===== config.mk =====
export PLATFORM = sky130hd
export DESIGN_NAME = uart_tx_engine
export DESIGN_NICKNAME = d
export VERILOG_FILES = /design/src/rtl/uart_pkg.sv /design/src/rtl/uart_bit_timer.sv /design/src/rtl/uart_tx_engine.sv
export SDC_FILE = /design/constraint.sdc
export NUM_CORES = 1
export LEC_CHECK = 0
export BUFFER_PORTS_ARGS = -buffer_cell sky130_fd_sc_hd__buf_2
export CELL_PAD_IN_SITES_DETAIL_PLACEMENT = 0
export CELL_PAD_IN_SITES_GLOBAL_PLACEMENT = 2
export CORE_ASPECT_RATIO = 2
export CORE_MARGIN = 8
export CORE_UTILIZATION = 36
export DETAILED_ROUTE_END_ITERATION = 10
export PLACE_DENSITY_LB_ADDON = 0.1
export SLEW_MARGIN = 40
export SYNTH_ARGS = -nofsm -noshare
export SYNTH_HDL_FRONTEND = slang
export SYNTH_HIERARCHICAL = 1
export SYNTH_SLANG_ARGS = --single-unit

===== constraint.sdc =====
create_clock -name clock -period 4.1 [get_ports clock]
set_input_delay 0 -clock clock [delete_from_list [all_inputs] [get_ports clock]]
set_output_delay 0 -clock clock [all_outputs]
set_load 0.05 [all_outputs]

===== src/rtl/uart_pkg.sv =====
// Shared UART encodings: FSM states, parity modes, stop-bit modes, and the
// minimum bit time. Used by the TX engine and the bit timer's users.
package uart_pkg;

  typedef enum logic [2:0] {
    IDLE,
    START,
    DATA,
    PARITY,
    STOP
  } state_e;

  typedef enum logic [1:0] {
    CHECK_NONE = 2'b00,
    CHECK_ODD  = 2'b01,
    CHECK_EVEN = 2'b10,
    CHECK_MARK = 2'b11
  } check_e;

  typedef enum logic [1:0] {
    STOP_1   = 2'b00,
    STOP_1P5 = 2'b01,
    STOP_2   = 2'b10
  } stop_e;

  localparam int unsigned DIV_MIN = 2;

  // Data-bit setting outside 5..8 falls back to 8 bits.
  function automatic logic [3:0] eff_data_bits(input logic [3:0] b);
    return (b >= 4'd5 && b <= 4'd8) ? b : 4'd8;
  endfunction

endpackage


===== src/rtl/uart_bit_timer.sv =====
// Loadable down-counter producing a single-cycle bit_done pulse on the last
// cycle of a loaded period. Shared by the UART TX and RX engines.
module uart_bit_timer #(
  parameter int unsigned P_WIDTH = 25
) (
  input  logic               clock,
  input  logic               reset,
  input  logic               load,
  input  logic [P_WIDTH-1:0] load_val,
  output logic               bit_done
);

  logic [P_WIDTH-1:0] cnt_q, cnt_d;

  always_comb begin
    cnt_d = cnt_q;
    if (load) begin
      cnt_d = load_val;
    end else if (cnt_q != '0) begin
      cnt_d = cnt_q - 1'b1;
    end
  end

  always_ff @(posedge clock) begin
    if (reset) begin
      cnt_q <= '0;
    end else begin
      cnt_q <= cnt_d;
    end
  end

  // A load of D gives D cycles, the last of which asserts bit_done.
  assign bit_done = (cnt_q == P_WIDTH'(1));

endmodule


===== src/rtl/uart_tx_engine.sv =====
// UART transmit engine: start, 5..8 data bits LSB-first, optional parity,
// 1/1.5/2 stop bits. Define UART_TX_CTS_EN to gate frame starts on CTS.
module uart_tx_engine
  import uart_pkg::*;
#(
  parameter int unsigned P_DIV_WIDTH  = 24,
  parameter int unsigned P_DATA_WIDTH = 8
) (
  input  logic                    clock,
  input  logic                    reset,
  input  logic [P_DATA_WIDTH-1:0] i_user_tx_data,
  input  logic                    i_user_tx_valid,
  output logic                    o_user_tx_ready,
  input  logic [P_DIV_WIDTH-1:0]  i_div_num,
  input  logic [3:0]              i_data_bit,
  input  logic [1:0]              i_stop_bit,
  input  logic [1:0]              i_check_bit,
  input  logic                    i_uart_cts,
  output logic                    o_uart_tx
);

  state_e                  state_q, state_d;
  logic [P_DATA_WIDTH-1:0] shift_q, shift_d;
  logic [3:0]              bits_q, bits_d;
  logic [P_DIV_WIDTH-1:0]  div_q, div_d;
  logic [1:0]              stop_q, stop_d;
  check_e                  check_q, check_d;
  logic                    parity_q, parity_d;

  logic                    cts_ok;
  logic                    timer_load;
  logic [P_DIV_WIDTH:0]    timer_val;
  logic                    bit_done;
  logic [P_DIV_WIDTH-1:0]  div_in;
  logic [3:0]              nbits_in;
  logic                    par_x, par_in;
  logic [P_DIV_WIDTH:0]    bit_len, stop_len;

`ifdef UART_TX_CTS_EN
  assign cts_ok = ~i_uart_cts;
`else
  logic unused_cts;
  assign unused_cts = i_uart_cts;
  assign cts_ok     = 1'b1;
`endif

  assign div_in   = (i_div_num < P_DIV_WIDTH'(DIV_MIN)) ? P_DIV_WIDTH'(DIV_MIN) : i_div_num;
  assign nbits_in = eff_data_bits(i_data_bit);
  assign bit_len  = {1'b0, div_q};

  // Parity is resolved at accept time over only the bits that will be sent.
  always_comb begin
    par_x = 1'b0;
    for (int unsigned i = 0; i < P_DATA_WIDTH; i++) begin
      if (i < 32'(nbits_in)) par_x = par_x ^ i_user_tx_data[i];
    end
    case (check_e'(i_check_bit))
      CHECK_ODD:  par_in = ~par_x;
      CHECK_EVEN: par_in = par_x;
      CHECK_MARK: par_in = 1'b1;
      default:    par_in = 1'b0;
    endcase
  end

  always_comb begin
    case (stop_q)
      STOP_1:   stop_len = bit_len;
      STOP_1P5: stop_len = bit_len + (bit_len >> 1);
      default:  stop_len = bit_len << 1;
    endcase
  end

  always_comb begin
    state_d    = state_q;
    shift_d    = shift_q;
    bits_d     = bits_q;
    div_d      = div_q;
    stop_d     = stop_q;
    check_d    = check_q;
    parity_d   = parity_q;
    timer_load = 1'b0;
    timer_val  = bit_len;
    case (state_q)
      IDLE: begin
        if (i_user_tx_valid && cts_ok) begin
          shift_d    = i_user_tx_data;
          bits_d     = nbits_in;
          div_d      = div_in;
          stop_d     = i_stop_bit;
          check_d    = check_e'(i_check_bit);
          parity_d   = par_in;
          timer_load = 1'b1;
          timer_val  = {1'b0, div_in};
          state_d    = START;
        end
      end
      START: begin
        if (bit_done) begin
          timer_load = 1'b1;
          state_d    = DATA;
        end
      end
      DATA: begin
        if (bit_done) begin
          shift_d    = shift_q >> 1;
          bits_d     = bits_q - 4'd1;
          timer_load = 1'b1;
          if (bits_q == 4'd1) begin
            if (check_q != CHECK_NONE) begin
              state_d = PARITY;
            end else begin
              timer_val = stop_len;
              state_d   = STOP;
            end
          end
        end
      end
      PARITY: begin
        if (bit_done) begin
          timer_load = 1'b1;
          timer_val  = stop_len;
          state_d    = STOP;
        end
      end
      STOP: begin
        if (bit_done) state_d = IDLE;
      end
      default: state_d = IDLE;
    endcase
  end

  always_ff @(posedge clock) begin
    if (reset) begin
      state_q  <= IDLE;
      shift_q  <= '0;
      bits_q   <= '0;
      div_q    <= '0;
      stop_q   <= '0;
      check_q  <= CHECK_NONE;
      parity_q <= 1'b0;
    end else begin
      state_q  <= state_d;
      shift_q  <= shift_d;
      bits_q   <= bits_d;
      div_q    <= div_d;
      stop_q   <= stop_d;
      check_q  <= check_d;
      parity_q <= parity_d;
    end
  end

  uart_bit_timer #(
    .P_WIDTH (P_DIV_WIDTH + 1)
  ) u_bit_timer (
    .clock    (clock),
    .reset    (reset),
    .load     (timer_load),
    .load_val (timer_val),
    .bit_done (bit_done)
  );

  assign o_user_tx_ready = (state_q == IDLE) && cts_ok;

  always_comb begin
    case (state_q)
      START:   o_uart_tx = 1'b0;
      DATA:    o_uart_tx = shift_q[0];
      PARITY:  o_uart_tx = parity_q;
      default: o_uart_tx = 1'b1;
    endcase
  end

endmodule


==> flow_summary.json, run 1 <==
{
  "startpoint_type": "flop",
  "die_h_um": 192,
  "overflow": 0,
  "max-vdd-ir-drop_mv": 0.200,
  "path_clk_slew_ns": 0.06,
  "fin_skew_ns": 0.00852,
  "routed-via-count": 5795,
  "clock_latency_ns": 0.34,
  "start_util_pct": 36.5,
  "die_x_um": 104,
  "synth.largest_area_cell": "dfxtp_1",
  "post_cts_resize_count": 0,
  "area_delta_synth_final_pct": 19.1,
  "min_period_over_period_pct": 94.6,
  "drive_gt1_share_pct": 12.8,
  "ys_seq_area_share_pct": 24.9,
  "setup_violations": 0,
  "netlist_instances": 742,
  "synth_top_area_share_pct": 24.9,
  "grt_pass1_vias": 6003,
  "totalWireLength_um": 19700,
  "syn_nets": 816,
  "top_level_ports": 46,
  "power.density_mw_per_mm2": 356,
  "port_buffers": 44,
  "synthFlopType": "dfxtp_1",
  "syn_area_per_cell_um2": 7.49,
  "drtIter0Drc": 264,
  "fmax_mhz": 258,
  "synth_common_cells": "nand2_1 (111), a21oi_1 (80), dfxtp_1 (69)",
  "num_rows": 64,
  "antenna_found_initial": 0,
  "hold_violations": 0,
  "cp.required_ns": 4.39,
  "finalWorstSetupSlack_ns": 0.222,
  "cts_root_buf": "clkbuf_16",
  "cp_max_fo": 11,
  "cts_tree": "built",
  "p_leak_nw": 2.76,
  "dieArea_mm2": 0.0199,
  "rsz0062_at_grt": "false",
  "drc": 0,
  "grt_pass1_wl_um": 31400,
  "slew_headroom_pct": 54.9,
  "via_per_inst": 5.74,
  "max-clock-path-buffers": 2,
  "wl_per_cell_um": 19.6,
  "crit_arrival_ns": 4.17,
  "max-cap-violations": 0,
  "drv_slew": 0,
  "numClockSinks": 69,
  "synth_enable_flop_cells": 0,
  "status": "complete, no violations",
  "layout.nets": 881,
  "fin_crit_ns": 3.88,
  "path_class": "reg -> reg",
  "grtUsageTotal_pct": 20.2,
  "yosys_warnings": 6,
  "hpwl_um": 15000,
  "firstDrtPassIters": 5,
  "final_cells": 1009,
  "gp_congestion": 0.942,
  "tightest_slew_ns": 0.676,
  "syn_area_mm2": 0.00555,
  "h-tree-depth": 3,
  "synth_cell_types": 75,
  "cp-end-kind": "flop",
  "hold_class": "in -> reg",
  "async_reset_ff_share_pct": 0,
  "yosys-top-cells-area": "dfxtp_1 (25%), nand2_1 (7.5%), a21oi_1 (7.2%), ha_1 (6.5%), nor2_1 (4.0%)",
  "ant_nets": 0,
  "final.fill_count": 1608,
  "dpl.cell_count": 962,
  "cts_buffers": 9,
  "ys_ff_latch": 69,
  "tns_ns": 0,
  "n_antenna_cell": 0,
  "grt_max_degree": 40,
  "pre_cts_ws_ns": 0.241,
  "core_mm2": 0.0152,
  "synth.most_common_cell": "nand2_1"
}
## layout by cell type, fill, tap and decap left out, types with 4 or more instances in the layout
cell type	n
a211oi_1	9
a21o_1	15
a21oi_1	79
a221o_1	8
a221oi_1	5
a311oi_1	8
a31oi_1	6
and2_1	4
and3_1	4
buf_2	44
buf_4	24
clkbuf_16	9
dfxtp_1	69
dlygate4sd3_1	32
ha_1	29
inv_1	16
mux2i_1	9
nand2_1	111
nand2b_1	15
nand3_1	16
nand4_1	10
nor2_1	59
nor2b_1	6
nor3_1	24
nor4_1	9
o211a_1	9
o211ai_1	8
o21a_1	8
o21ai_0	37
o221ai_1	11
o31ai_1	4
or3_1	6
or4_1	4
xnor2_1	22
xor2_1	15
## cell families (layout without fill, tap and decap cells)
group           count (synthesis)  in the layout  synth area share, %
xor+xnor                       37             37                 5.83
compound gates                246            246                 30.5
mux                             9              9                 1.62
buf+inv                        62            131                 4.89
flops                          69             69                 24.9
simple gates                  289            289                 25.4
fa+ha+maj                      30             30                 6.89
## routing by layer
| layer | up-vias | wire [µm] | track usage (%) |
|---|---|---|---|
| met3 | 43 | 648 | 3.23 |
| met2 | 137 | 10800 | 38.9 |
| li1 | 2869 | - | - |
| met1 | 2746 | 7100 | 18.9 |
| met5 | - | 0 | 0 |
| met4 | 0 | 1200 | 14.1 |
## power by group
part | internal, mW | switching [mW]
registers | 0.742 | 0.0875
logic | 0.318 | 0.421
clock network | 0.467 | 0.320
## layout make-up
cell class / instances / area (µm²) / area share, %
well taps: 198 / 248 / 3.75
repair buffers: 100 / 721 / 10.9
inverters: 16 / 60.1 / 0.908
flip-flops and latches: 69 / 1380 / 20.9
clock buffers: 9 / 225 / 3.40
clock inverters: 6 / 65.1 / 0.984
multi-input cells: 611 / 3920 / 59.2
## worst max-delay path, cell delays in order (launching register included)
cell and delay, ns:
dfxtp_1 0.35, or4_1 0.55, or4_1 0.43, nor3_1 0.24
and4bb_1 0.31, a22o_1 0.18, o21a_1 0.49, a21oi_1 0.13
o21ai_0 0.15, o21ai_0 0.10, nor3_1 0.44, buf_4 0.21
nand2b_1 0.09, o211a_1 0.13
## path summary, 6_finish.rpt
check / cells after the start / slack [ns] / start / endpoint
setup / recovery: 13 / 0.22 / u_bit_timer/cnt_q[16] / u_bit_timer/cnt_q[20]
setup reg to reg: 13 / 0.22 / u_bit_timer/cnt_q[16] / u_bit_timer/cnt_q[20]
hold reg to reg: 2 / 0.48 / check_q[0] / check_q[0]
hold / removal: 3 / 0.03 / i_div_num[16] / div_q[16]
## flip-flops by register name, indices dropped and copies added, names as in the netlist
name               cells
state_q                3
stop_q                 2
parity_q               1
u_bit_timer/cnt_q     25
bits_q                 4
div_q                 24
check_q                2
shift_q                8
## metrics by stage
stage,hold slack [ns],util (%),area [µm²],total power [mW]
floorplan,0.136,-,5550,1.34
global placement,0.251,39.5,6000,1.55
detailed placement,0.261,39.5,6000,1.56
CTS,0.00235,43.5,6620,2.39
global route,0.0191,43.5,6620,2.50
finish,0.0274,43.5,6620,2.36
## repair_timing
action	4_1_cts	5_1_grt
hold buffers	32	0
setup buffers	0	0
endpoints found under the hold margin	32	0
Power figures use the tool's default switching activity.
==> run 2, diff against run 1 <==
Settings changed: CORE_ASPECT_RATIO 2 to 0.6, CORE_MARGIN 8 to 4.
==> flow_summary.json, run 2 (synthesis gave the netlist of run 1 again) <==
{
  "num_rows": 34,
  "max-cap-violations": 0,
  "antenna_found_initial": 0,
  "hpwl_um": 14300,
  "dieArea_mm2": 0.0175,
  "die_h_um": 104,
  "tns_ns": 0,
  "hold_path_depth": 3,
  "totalWireLength_um": 19400,
  "pre_cts_ws_ns": 0.519,
  "overflow": 0,
  "setup_violations": 0,
  "timing.rr.end": "u_bit_timer/cnt_q[23]",
  "rrSetupSlack_ns": 0.44,
  "tightest_slew_ns": 0.798,
  "post-route-cell-area_mm2": 0.00658,
  "cp_max_fo": 7,
  "grt_max_degree": 40,
  "routed-via-count": 5791,
  "final_cells": 1005,
  "clock_latency_ns": 0.33,
  "grt_pass1_vias": 5416,
  "n_antenna_cell": 0,
  "final_util_pct": 44.4,
  "power.density_mw_per_mm2": 351,
  "slew_headroom_pct": 46.8,
  "largest-register": "u_bit_timer/cnt_q",
  "die_x_um": 168,
  "numClockSinks": 69,
  "whs_ns": 0.00717,
  "start_util_pct": 37.5,
  "grt_busiest_layer": "met1",
  "min_from": "i_div_num[23]",
  "cts_setup_buffers": 0,
  "layout.nets": 877,
  "p_leak_nw": 2.73,
  "rsz0062_at_grt": "false",
  "path_class": "reg -> reg",
  "grt_pass1_wl_um": 30900,
  "fin_crit_ns": 3.66,
  "largest_reg_flops": 25,
  "dpl.cell_count": 957,
  "use_met3_pct": 3.95,
  "ant_nets": 0,
  "top_level_ports": 46,
  "wl_per_cell_um": 19.3,
  "cts_buffers": 9,
  "finalWorstSetupSlack_ns": 0.439,
  "startpoint_type": "flop",
  "total_power_mw": 2.31,
  "drv_slew": 0,
  "firstDrtPassIters": 6,
  "fin_skew_ns": 0.00583,
  "drc": 0,
  "post_cts_resize_count": 0,
  "cts_tree": "built",
  "grtUsageTotal_pct": 22.1,
  "hold_violations": 0,
  "area_delta_synth_final_pct": 18.5,
  "reg_top3": "u_bit_timer/cnt_q: 25 flops, div_q: 24 flops, shift_q: 8 flops",
  "startpoint": "u_bit_timer/cnt_q[16]",
  "crit_arrival_ns": 3.88,
  "r2r_start": "u_bit_timer/cnt_q[16]",
  "max-clock-path-buffers": 2,
  "drtIter0Drc": 599,
  "via_per_inst": 5.76,
  "place_area_mm2": 0.00598,
  "fmax_mhz": 273,
  "mostFrequentLayoutCell": "nand2_1",
  "max-vdd-ir-drop_mv": 0.196,
  "cp.required_ns": 4.32,
  "critPathCapture": "u_bit_timer/cnt_q[23]",
  "path_clk_slew_ns": 0.06,
  "hold_class": "in -> reg",
  "ctsHoldBuffers": 33,
  "cp-end-kind": "flop",
  "globalRouteMet2Util_pct": 29.1,
  "cts_root_buf": "clkbuf_16",
  "h-tree-depth": 3,
  "gp_congestion": 0.908,
  "drive_gt1_share_pct": 12.0,
  "grtUsageMet1_pct": 36.5,
  "port_buffers": 44,
  "reg2reg_depth": 12,
  "min_period_over_period_pct": 89.3,
  "status": "complete, no violations",
  "core_mm2": 0.0148,
  "final_cell_mix": "nand2_1 (111), a21oi_1 (79), dfxtp_1 (69)"
}
-- run 2: worst min-delay path by stage --
stage | endpoint
after floorplan | check_q[0]
after global placement | stop_q[1]
after detailed placement | stop_q[1]
after CTS | div_q[23]
after global routing | div_q[23]
final | div_q[23]
-- run 2: power by group --
part / total (mW) / internal [mW] / switching, mW / leakage, nW
logic: 0.745 / 0.317 / 0.428 / 2.03
registers: 0.831 / 0.742 / 0.0891 / 0.568
clock network: 0.734 / 0.425 / 0.309 / 0.133
total: 2.31 / 1.48 / 0.826 / 2.73
-- run 2: area by class of cell --
type | instances | area (µm²)
clock buffer | 12 | 246
fill | 1509 | 8230
clock inverter | 3 | 22.5
multi-input combinational | 611 | 3920
sequential | 69 | 1380
tap | 198 | 248
inverter | 16 | 60.1
timing repair buffer | 96 | 706
-- run 2: metal layers --
layer | vias up | share of wire (%) | wire length (µm)
met5 | - | 0 | 0
met4 | 0 | 1.0 | 201
met3 | 21 | 7.2 | 1400
li1 | 2872 | - | -
met2 | 171 | 38 | 7380
met1 | 2727 | 54 | 10500
-- run 2: critical path, stage by stage (launching register included) --
cell and delay [ns]:
dfxtp_1 0.36, or4_1 0.59, or4_1 0.45, nor3_1 0.15, buf_4 0.21, and4bb_1 0.27
nand3_1 0.09, a31o_1 0.28, or4b_1 0.54, o211ai_1 0.17, nand4_1 0.14, nand2b_1 0.17
o211a_1 0.13
==> run 3, diff against run 2 <==
Settings changed: CORE_MARGIN 4 to 2, HOLD_SLACK_MARGIN set to 0.05.
==> flow_summary.json, run 3 (synthesis gave the netlist of run 1 again) <==
{
  "hold_class": "in -> reg",
  "core_mm2": 0.0152,
  "drc": 0,
  "gp_congestion": 0.856,
  "slowest_stage": "or4_1",
  "rsz0062_at_grt": "false",
  "h-tree-depth": 3,
  "clock_latency_ns": 0.34,
  "hold_violations": 0,
  "ant_nets": 0,
  "total_power_mw": 2.37,
  "drv_slew": 0,
  "max-vdd-ir-drop_mv": 0.189,
  "mostFrequentLayoutCell": "nand2_1",
  "routed-via-count": 5794,
  "finalWorstSetupSlack_ns": 0.337,
  "largest-register": "u_bit_timer/cnt_q",
  "grt_max_degree": 37,
  "seq_area_mm2": 0.00138,
  "hold_path_depth": 2,
  "final_util_pct": 43.5,
  "cp_cell_sequence": "or4_1 -> or4_1 -> nor3_1 -> buf_4 -> and4bb_1 -> nand3_1 -> a31o_1 -> or4b_1 -> o211ai_1 -> nand4_1 -> nand2b_1 -> o211a_1",
  "ctsHoldBuffers": 34,
  "max_stage_delay_ns": 0.55,
  "wl_per_cell_um": 18.9,
  "firstDrtPassIters": 5,
  "hpwl_um": 14200,
  "crit_top_cell": "or4_1",
  "min_period_over_period_pct": 91.8,
  "reg2reg_depth": 12,
  "antenna_found_initial": 0,
  "largest_reg_flops": 25,
  "top_level_ports": 46,
  "layout.nets": 879,
  "via_per_inst": 5.73,
  "crit_arrival_ns": 4.00,
  "setup_violations": 0,
  "dieArea_mm2": 0.0165,
  "startpoint_type": "flop",
  "slew_headroom_pct": 45.9,
  "grtUsageTotal_pct": 24.0,
  "cts_tree": "built",
  "multi_input_area_mm2": 0.00392,
  "cts_buffers": 9,
  "n_antenna_cell": 0,
  "die_x_um": 164,
  "post_cts_resize_count": 0,
  "totalWireLength_um": 19100,
  "overflow": 0,
  "numClockSinks": 69,
  "tns_ns": 0,
  "cts_setup_buffers": 0,
  "cts_root_buf": "clkbuf_16",
  "cp.required_ns": 4.33,
  "grt_pass1_vias": 5367,
  "max-cap-violations": 0,
  "drtIter0Drc": 488,
  "pre_cts_ws_ns": 0.443,
  "final.fill_count": 1560,
  "cp_max_fo": 7,
  "area_delta_synth_final_pct": 19.0,
  "reg_top3": "u_bit_timer/cnt_q: 25 flops, div_q: 24 flops, shift_q: 8 flops",
  "status": "complete, no violations",
  "port_buffers": 44,
  "num_rows": 35,
  "post-route-cell-area_mm2": 0.00661,
  "power.density_mw_per_mm2": 358,
  "die_h_um": 100,
  "grt_pass1_wl_um": 30200,
  "drive_gt1_share_pct": 12.3,
  "fmax_mhz": 266,
  "cp-end-kind": "flop",
  "path_clk_slew_ns": 0.06,
  "fin_crit_ns": 3.76,
  "max-clock-path-buffers": 2,
  "place_area_mm2": 0.00598,
  "tightest_slew_ns": 0.811,
  "final_cell_mix": "nand2_1 (111), a21oi_1 (79), dfxtp_1 (69)",
  "fin_skew_ns": 0.00669,
  "p_leak_nw": 2.74,
  "path_class": "reg -> reg",
  "start_util_pct": 36.6
}
-- run 3: worst paths after layout --
kind                               from                     to  slack (ns)
setup reg to reg  u_bit_timer/cnt_q[16]  u_bit_timer/cnt_q[23]        0.34
hold / removal                    reset              div_q[10]        0.08
hold reg to reg              shift_q[4]             shift_q[3]        0.47
setup / recovery  u_bit_timer/cnt_q[16]  u_bit_timer/cnt_q[23]        0.34
-- run 3: area by class of cell --
class | instances | share of cell area, %
clock buffer | 10 | 3.62
clock inverter | 4 | 0.757
inverter | 16 | 0.909
multi-input combinational | 611 | 59.2
sequential | 69 | 20.9
tap | 203 | 3.84
timing repair buffer | 98 | 10.8
-- run 3: power breakdown --
part	total [mW]	internal (mW)	switching, mW
clock	0.787	0.480	0.308
sequential	0.832	0.742	0.0901
combinational	0.747	0.318	0.429
-- run 3: per-stage QoR --
step | hold slack, ns | cells
floorplan | 0.136 | 742
global placement | 0.242 | 963
detailed placement | 0.244 | 963
CTS | 0.0519 | 1011
global route | 0.0947 | 1011
finish | 0.0772 | 1011
-- run 3: routing by layer --
layer	up-vias	global-route usage (%)	wire (µm)
li1	2877	-	-
met1	2717	38.1	10400
met2	186	32.2	7070
met3	14	5.33	1410
met4	0	4.93	175
met5	-	0	0
-- run 3: worst max-delay path: cells and delay by family (launching register included) --
kind	cells	cell delay, ns
AND/OR/NAND/NOR	8	2.53
AO/OA/AOI/OAI	3	0.58
flip-flops	1	0.34
buffers and inverters	1	0.21
